$ cat src/rtl/cdc_clear_sequencer.sv
// Local-domain master of the CDC clear sequence: IDLE -> ISOLATE -> CLEAR -> POST_CLEAR -> IDLE,
// each phase published over a valid/ready handshake. Optional statistics: CDC_CLEAR_SEQ_STATS_EN.
module cdc_clear_sequencer #(
    parameter int unsigned NumChannels     = 1,
    parameter int unsigned ClearCycles     = 4,
    parameter int unsigned PostClearCycles = 2,
    parameter int unsigned TimeoutCycles   = 0
) (
    input  logic                   clk_i,
    input  logic                   rst_ni,
    input  logic                   clear_i,
    output logic [NumChannels-1:0] isolate_o,
    input  logic [NumChannels-1:0] isolate_ack_i,
    output logic                   clear_o,
    output logic [1:0]             phase_o,
    output logic                   phase_valid_o,
    input  logic                   phase_ready_i,
    output logic                   busy_o,
    output logic                   timeout_o
`ifdef CDC_CLEAR_SEQ_STATS_EN
    ,
    output logic [15:0]            seq_count_o,
    output logic [7:0]             timeout_count_o
`endif
);

    localparam int unsigned MaxAB     = (ClearCycles > PostClearCycles) ? ClearCycles : PostClearCycles;
    localparam int unsigned MaxCycles = (MaxAB > TimeoutCycles) ? MaxAB : TimeoutCycles;
    localparam int unsigned CntW      = $clog2(MaxCycles + 1);

    localparam logic [CntW-1:0] ClrLast = CntW'(ClearCycles - 1);
    localparam logic [CntW-1:0] ClrSat  = CntW'(ClearCycles);
    localparam logic [CntW-1:0] PostMin = CntW'(PostClearCycles);
    localparam logic [CntW-1:0] ToLast  = CntW'((TimeoutCycles == 0) ? 0 : TimeoutCycles - 1);

    typedef enum logic [1:0] {
        PH_IDLE       = 2'd0,
        PH_ISOLATE    = 2'd1,
        PH_CLEAR      = 2'd2,
        PH_POST_CLEAR = 2'd3
    } phase_e;

    phase_e          state;
    logic            hs_done;
    logic            pending;
    logic [CntW-1:0] cnt;

    logic hs_fire;
    logic hs_ok;
    logic all_ack;
    logic timed_out;

    // The transfer cycle itself already counts as handshake complete, so an exit
    // can share the edge on which phase_valid_o drops.
    always_comb begin
        hs_fire   = phase_valid_o & phase_ready_i;
        hs_ok     = hs_done | hs_fire;
        all_ack   = &isolate_ack_i;
        timed_out = (TimeoutCycles != 0) && (cnt == ToLast) && !all_ack;
    end

    always_ff @(posedge clk_i or negedge rst_ni) begin
        if (!rst_ni) begin
            state         <= PH_IDLE;
            phase_o       <= PH_IDLE;
            phase_valid_o <= 1'b0;
            hs_done       <= 1'b0;
            pending       <= 1'b0;
            cnt           <= '0;
            isolate_o     <= '0;
            clear_o       <= 1'b0;
            busy_o        <= 1'b0;
            timeout_o     <= 1'b0;
        end else begin
            if (hs_fire) begin
                phase_valid_o <= 1'b0;
                hs_done       <= 1'b1;
            end
            if (clear_i && busy_o) begin
                pending <= 1'b1;
            end

            unique case (state)
                PH_IDLE: begin
                    if (hs_fire) begin
                        busy_o <= 1'b0;
                    end
                    // busy_o low in IDLE means the IDLE phase has been accepted remotely.
                    if (!busy_o && (clear_i || pending)) begin
                        state         <= PH_ISOLATE;
                        phase_o       <= PH_ISOLATE;
                        phase_valid_o <= 1'b1;
                        hs_done       <= 1'b0;
                        cnt           <= '0;
                        pending       <= 1'b0;
                        timeout_o     <= 1'b0;
                        busy_o        <= 1'b1;
                        isolate_o     <= '1;
                    end
                end

                PH_ISOLATE: begin
                    if (cnt != ToLast) begin
                        cnt <= cnt + 1'b1;
                    end
                    if (timed_out) begin
                        timeout_o <= 1'b1;
                    end
                    if (hs_ok && (all_ack || timed_out)) begin
                        state         <= PH_CLEAR;
                        phase_o       <= PH_CLEAR;
                        phase_valid_o <= 1'b1;
                        hs_done       <= 1'b0;
                        cnt           <= '0;
                        clear_o       <= 1'b1;
                    end
                end

                PH_CLEAR: begin
                    if (cnt < ClrSat) begin
                        cnt <= cnt + 1'b1;
                    end
                    // cnt counts completed cycles, so the exit edge ends the ClearCycles-th cycle.
                    if (hs_ok && (cnt >= ClrLast)) begin
                        state         <= PH_POST_CLEAR;
                        phase_o       <= PH_POST_CLEAR;
                        phase_valid_o <= 1'b1;
                        hs_done       <= 1'b0;
                        cnt           <= '0;
                        clear_o       <= 1'b0;
                    end
                end

                PH_POST_CLEAR: begin
                    if (cnt != PostMin) begin
                        cnt <= cnt + 1'b1;
                    end
                    if (hs_ok && (cnt == PostMin)) begin
                        state         <= PH_IDLE;
                        phase_o       <= PH_IDLE;
                        phase_valid_o <= 1'b1;
                        hs_done       <= 1'b0;
                        cnt           <= '0;
                        isolate_o     <= '0;
                    end
                end

                default: begin
                    state <= PH_IDLE;
                end
            endcase
        end
    end

`ifdef CDC_CLEAR_SEQ_STATS_EN
    always_ff @(posedge clk_i or negedge rst_ni) begin
        if (!rst_ni) begin
            seq_count_o     <= '0;
            timeout_count_o <= '0;
        end else begin
            if (state == PH_IDLE && hs_fire) begin
                seq_count_o <= seq_count_o + 16'd1;
            end
            // Counted once per sequence: timeout_o is cleared on every sequence start.
            if (state == PH_ISOLATE && timed_out && !timeout_o && timeout_count_o != '1) begin
                timeout_count_o <= timeout_count_o + 8'd1;
            end
        end
    end
`endif

endmodule

$ cat config.mk
export PLATFORM = sky130hd
export DESIGN_NAME = cdc_clear_sequencer
export DESIGN_NICKNAME = d
export VERILOG_FILES = /design/src/rtl/cdc_clear_sequencer.sv
export SDC_FILE = /design/constraint.sdc
export NUM_CORES = 1
export LEC_CHECK = 0
export BUFFER_PORTS_ARGS = -buffer_cell sky130_fd_sc_hd__buf_2
export CORE_ASPECT_RATIO = 1.25
export CORE_MARGIN = 3
export CORE_UTILIZATION = 41
export DETAILED_ROUTE_END_ITERATION = 12
export PLACE_DENSITY = 0.66
export SYNTH_ARGS = -nofsm -noshare
export SYNTH_HDL_FRONTEND = slang
export SYNTH_SLANG_ARGS = --single-unit
$ cat constraint.sdc
create_clock -name clk_i -period 1.7 [get_ports clk_i]
set_input_delay 0.255 -clock clk_i [delete_from_list [all_inputs] [get_ports clk_i]]
set_output_delay 0.255 -clock clk_i [all_outputs]
set_load 0.01 [all_outputs]
* Word level (Yosys, flattened, before mapping)
Index checks and enable logic that the tools add are counted.
** Word-level totals
- Bits in registers :: 11
- Input port bits :: 5
- Output and inout port bits :: 7
** Cells by class
- $add $sub $neg :: 1
- Order comparisons :: 2
- Eq/ne operators :: 12
- Muxes and demuxes :: 36
- Bitwise logic cells :: 2
- Reduce and logical (&&, ||, !) cells :: 17
** Operators by type and width (number)
- 3-bit two-way mux :: 7
- 1-bit two-way mux :: 19
- 3-bit case mux with 4 select lines :: 1
- 3-bit != test (second input constant) :: 3
- 2-bit two-way mux :: 4
- 2-bit != test (second input constant) :: 4
- 1-bit case mux with 4 select lines :: 2
- 2-bit case mux with 4 select lines :: 1
- 4-bit AND reduction :: 2
- 3-bit AND reduction :: 2
- 2-bit nonzero test :: 3
- 1-bit logical AND :: 5
- 2-bit equality test (second input constant) :: 2
- 1-bit case mux with 2 select lines :: 2
- 3-bit by 1-bit adder with 3-bit output (second input constant) :: 1
- 3-bit by 2-bit equality test with 1-bit output (second input constant) :: 1
- 3-bit by 2-bit greater-or-equal comparator with 1-bit output (second input constant) :: 1
- 3-bit less-than comparator (second input constant) :: 1
- 3-bit by 2-bit != test with 1-bit output (second input constant) :: 1
- 3-bit nonzero test :: 1
- 2-bit by 1-bit equality test with 1-bit output (second input constant) :: 1
- 2-bit zero test :: 1
- 2-bit AND reduction :: 1
- 1-bit bitwise AND :: 1
- other kinds (3) :: 3

* Depth between registers and ports, before layout
- Depth after elaboration :: 5
- Depth in mapped cells :: 6
- Gate-level depth less buffers :: 6

* Worst setup path after synthesis
Ideal clock, no wire load.
- Path type :: register -> register
- Start point :: reg cnt[0]
- End point :: reg state[1]
- Library setup time :: 0.128 ns
- Arrival :: 1.518 ns
- Data required time :: 1.572 ns
- Setup slack :: 0.055 ns
- Cell stages (with the launch flop) :: 7
- Clock period less this slack :: 1.645 ns
- Path through :: dfrtp_1 > ha_1 > ha_1 > a211oi_2 > o21ai_1 > nand4_1 > mux2_1
** Between the ends
- Cells in the longest elaborated chain, start to end :: 4
- Elaborated cells between the ends (all ways) :: 7
- Classes of those cells :: order compare: 1; eq/ne: 3; reduce/logical: 3
** RTL lines
- start: declaration :: RTL line 46 : logic [CntW-1:0] cnt;
- start signal: assignment :: RTL line 104 : cnt <= cnt + 1'b1;
- start signal: assignment :: RTL line 121 : cnt <= cnt + 1'b1;
- start signal: assignment :: RTL line 136 : cnt <= cnt + 1'b1;
- 3-bit by 2-bit greater-or-equal comparator with 1-bit output / 3-bit by 2-bit equality test with 1-bit output (equally long branches) :: RTL line 124, 138
- 1-bit logical AND (on tied branches) :: RTL line 124, 138
- 2-bit != test (no source line)
- 4-bit AND reduction (no source line) *
- end signal: assignment :: RTL line 125 : state <= PH_POST_CLEAR;
- end signal: assignment :: RTL line 139 : state <= PH_IDLE;
- end signal: assignment :: RTL line 149 : state <= PH_IDLE;
- end: declaration :: RTL line 43 : phase_e state;
Every way passes the cells marked *; elsewhere a longest branch is shown, timed or not.
A chain may end at the register's enable or synchronous reset.

* Worst setup path after layout
- Start point :: reg cnt[1]
- End point :: reg state[1]
Same word-level chain as after synthesis.

==> results_dict.tcl <==
set metrics [dict create \
    status "completed" \
    maxSlewViolCount 0 \
    synthCells 78 \
    synthTopCellsByArea "dfrtp_1 (36%), ha_1 (13%), inv_1 (3.9%), o21ai_0 (3.3%), nand2_1 (2.4%)" \
    grt-ovfl-total 0 \
    critPathLaunchType "flop" \
    maxCapViolations 0 \
    required_ps 1860 \
    post-route-period-util_pct 99.2 \
    grt_max_degree 12 \
    ys.flop_type "dfrtp_1" \
    synthArstFlopShare_pct 100 \
    cts_buffers 3 \
    synth_top_area_share_pct 35.8 \
    fin_nets 111 \
    synth_area_per_cell_um2 9.85 \
    viasPerCell 5.71 \
    synth_seq_cells 11 \
    synth_seq_area_share_pct 35.8 \
    whs_ps 204 \
    clock.fmax_mhz 593 \
    rsz0062_at_grt "yes" \
    finalCriticalPeriod_ps 1690 \
    fp.dieW_um 44.7 \
    path_cells "ha_2, ha_2, a211oi_2, o21ai_1, nand4_1, mux2_4" \
    synth_nets 91 \
    finalSetupViolations 0 \
    ios 12 \
    cts_buffer_depth 2 \
    ys_types 38 \
    area_growth_pct 20.5 \
    cp_slowest_stage_delay_ps 410 \
    initial_utilization_pct 46.2 \
    grtUsageTotal_pct 15.8 \
    first_pass_iters 4 \
    clock_latency_ps 270 \
    drive_above_1_share_pct 34.0 \
    path_max_fanout 2 \
    ant_nets 0 \
    insertedDiodeCount 0 \
    row_count 16 \
    wirelength_um 1690 \
    root_buffer "clkbuf_4" \
    synth_common_cells "dfrtp_1 (11), ha_1 (8), inv_1 (8)" \
    peakVddDrop_mv 0.881 \
    htreeDepth 1 \
    yosysTopAreaCell "dfrtp_1" \
    gp_congestion 0.816 \
    yosys_warnings 0 \
    die_y_um 54.4 \
    powerDensity_nw_per_um2 1970 \
    min_path_type "primary input to flop" \
    hold_violations 0 \
    yosysMostFrequentCell "dfrtp_1" \
    critPathArrivalTime_ps 1840 \
    num_vias 657 \
    cp_slowest_cell "dfrtp_1" \
    drc 0 \
    portBuffers 10 \
    cpMostUsedCell "ha_2" \
    cts_tree "yes" \
    grt_first_pass_wirelength_um 2800 \
    first_iter_violations 8 \
    fp.coreArea_um2 1660 \
    finClkSkew_ps 8.99 \
    place_ws_ps -9.94 \
    grt_pass1_vias 617 \
    path_clk_slew_ps 80 \
    timing.final.ws_setup_ps 14.4 \
    synth-edff-count 0 \
    dp_hpwl_um 1280 \
    leakage_nw 0.423 \
    clock_sinks 11 \
    endpoint_kind "flop" \
    grt_antenna_before_repair 0 \
    wire_per_inst_um 14.7 \
    die-area_um2 2430 \
    synth_area_um2 768 \
    worstSetupPathType "flop to flop" \
]
## flip-flops by register name, indices dropped and copies added (netlist names)
signal	cells
busy_o	1
phase_valid_o	1
cnt	3
isolate_o	1
pending	1
clear_o	1
hs_done	1
state	2
## through the flow
stage	total power, mW	setup TNS [ps]	util [%]	std cells	area (µm²)
after floorplan	1.24	0	-	78	768
after global placement	1.54	0	51.7	108	858
after detailed placement	1.56	-9.94	51.7	108	858
after CTS	1.79	0	54.7	115	910
after global routing	2.01	-28.4	55.7	115	926
final	1.83	0	55.7	115	926
## cell families (layout without fill, tap and decap cells)
family | count (synthesis) | count (layout) | synth area share [%]
buf+inv | 10 | 29 | 5.54
simple gates | 18 | 18 | 14.5
mux | 1 | 1 | 1.47
flops | 11 | 11 | 35.8
compound gates | 29 | 29 | 29.2
fa+ha+maj | 8 | 8 | 13.0
other cells | 1 | 1 | 0.488
## layout by cell type, fill, tap and decap left out, types with 2 or more instances in the layout
cell type / n
nor3_2: 2
inv_1: 8
clkbuf_4: 3
buf_2: 10
nor2_1: 2
nand3_1: 2
a31oi_1: 2
o21ai_0: 5
nand2_1: 5
dfrtp_1: 11
ha_1: 5
o2bb2ai_1: 2
buf_4: 6
ha_2: 3
o21ai_1: 3
o21a_1: 2
## per-layer routing
metal	share of wire, %	vias up	global-route usage (%)
met2	47	11	24.9
met1	48	319	21.6
li1	-	325	-
met3	3.8	2	1.97
met5	0	-	0
met4	0.83	0	6.53
## report_power, final
| part | internal (mW) | leakage (nW) | switching (mW) | total, mW |
|---|---|---|---|---|
| combinational | 0.549 | 0.277 | 0.613 | 1.16 |
| clock | 0.0906 | 0.0150 | 0.0897 | 0.180 |
| sequential | 0.373 | 0.131 | 0.113 | 0.486 |
| total | 1.01 | 0.423 | 0.815 | 1.83 |
## worst max-delay path, delay by kind of cell, from the launching register on
family / cells / cell delay, ps
AOI/OAI and AO/OA: 2 / 350
adders and majority gates: 2 / 370
DFF: 1 / 410
muxes: 1 / 310
and+or+nand+nor: 1 / 130
## worst paths after layout
kind,cells after the start,end,start,slack [ps]
setup / recovery,6,state[1],cnt[1],10
hold / removal,3,pending,clear_i,200
setup reg to reg,6,state[1],cnt[1],10
hold reg to reg,1,isolate_o,isolate_o,510
max in group asynchronous,2,isolate_o,rst_ni,1090
min in group asynchronous,2,clear_o,rst_ni,380
## layout make-up
class / instances / area, µm²
well taps: 18 / 22.5
repair buffers: 17 / 105
flip-flops and latches: 11 / 275
multi-input cells: 57 / 467
clock buffers: 4 / 26.3
fillers: 161 / 736
inverters: 8 / 30.0
## repair_timing
item | 4_1_cts | 5_1_grt
hold buffers | 1 | 0
buffers inserted | 2 | 0
hold endpoints to repair | 11 | 0
pin swaps | 0 | 6
resized for setup | 0 | 6
endpoints found under the setup margin | 1 | 7
(Power assumes the default switching activity.)
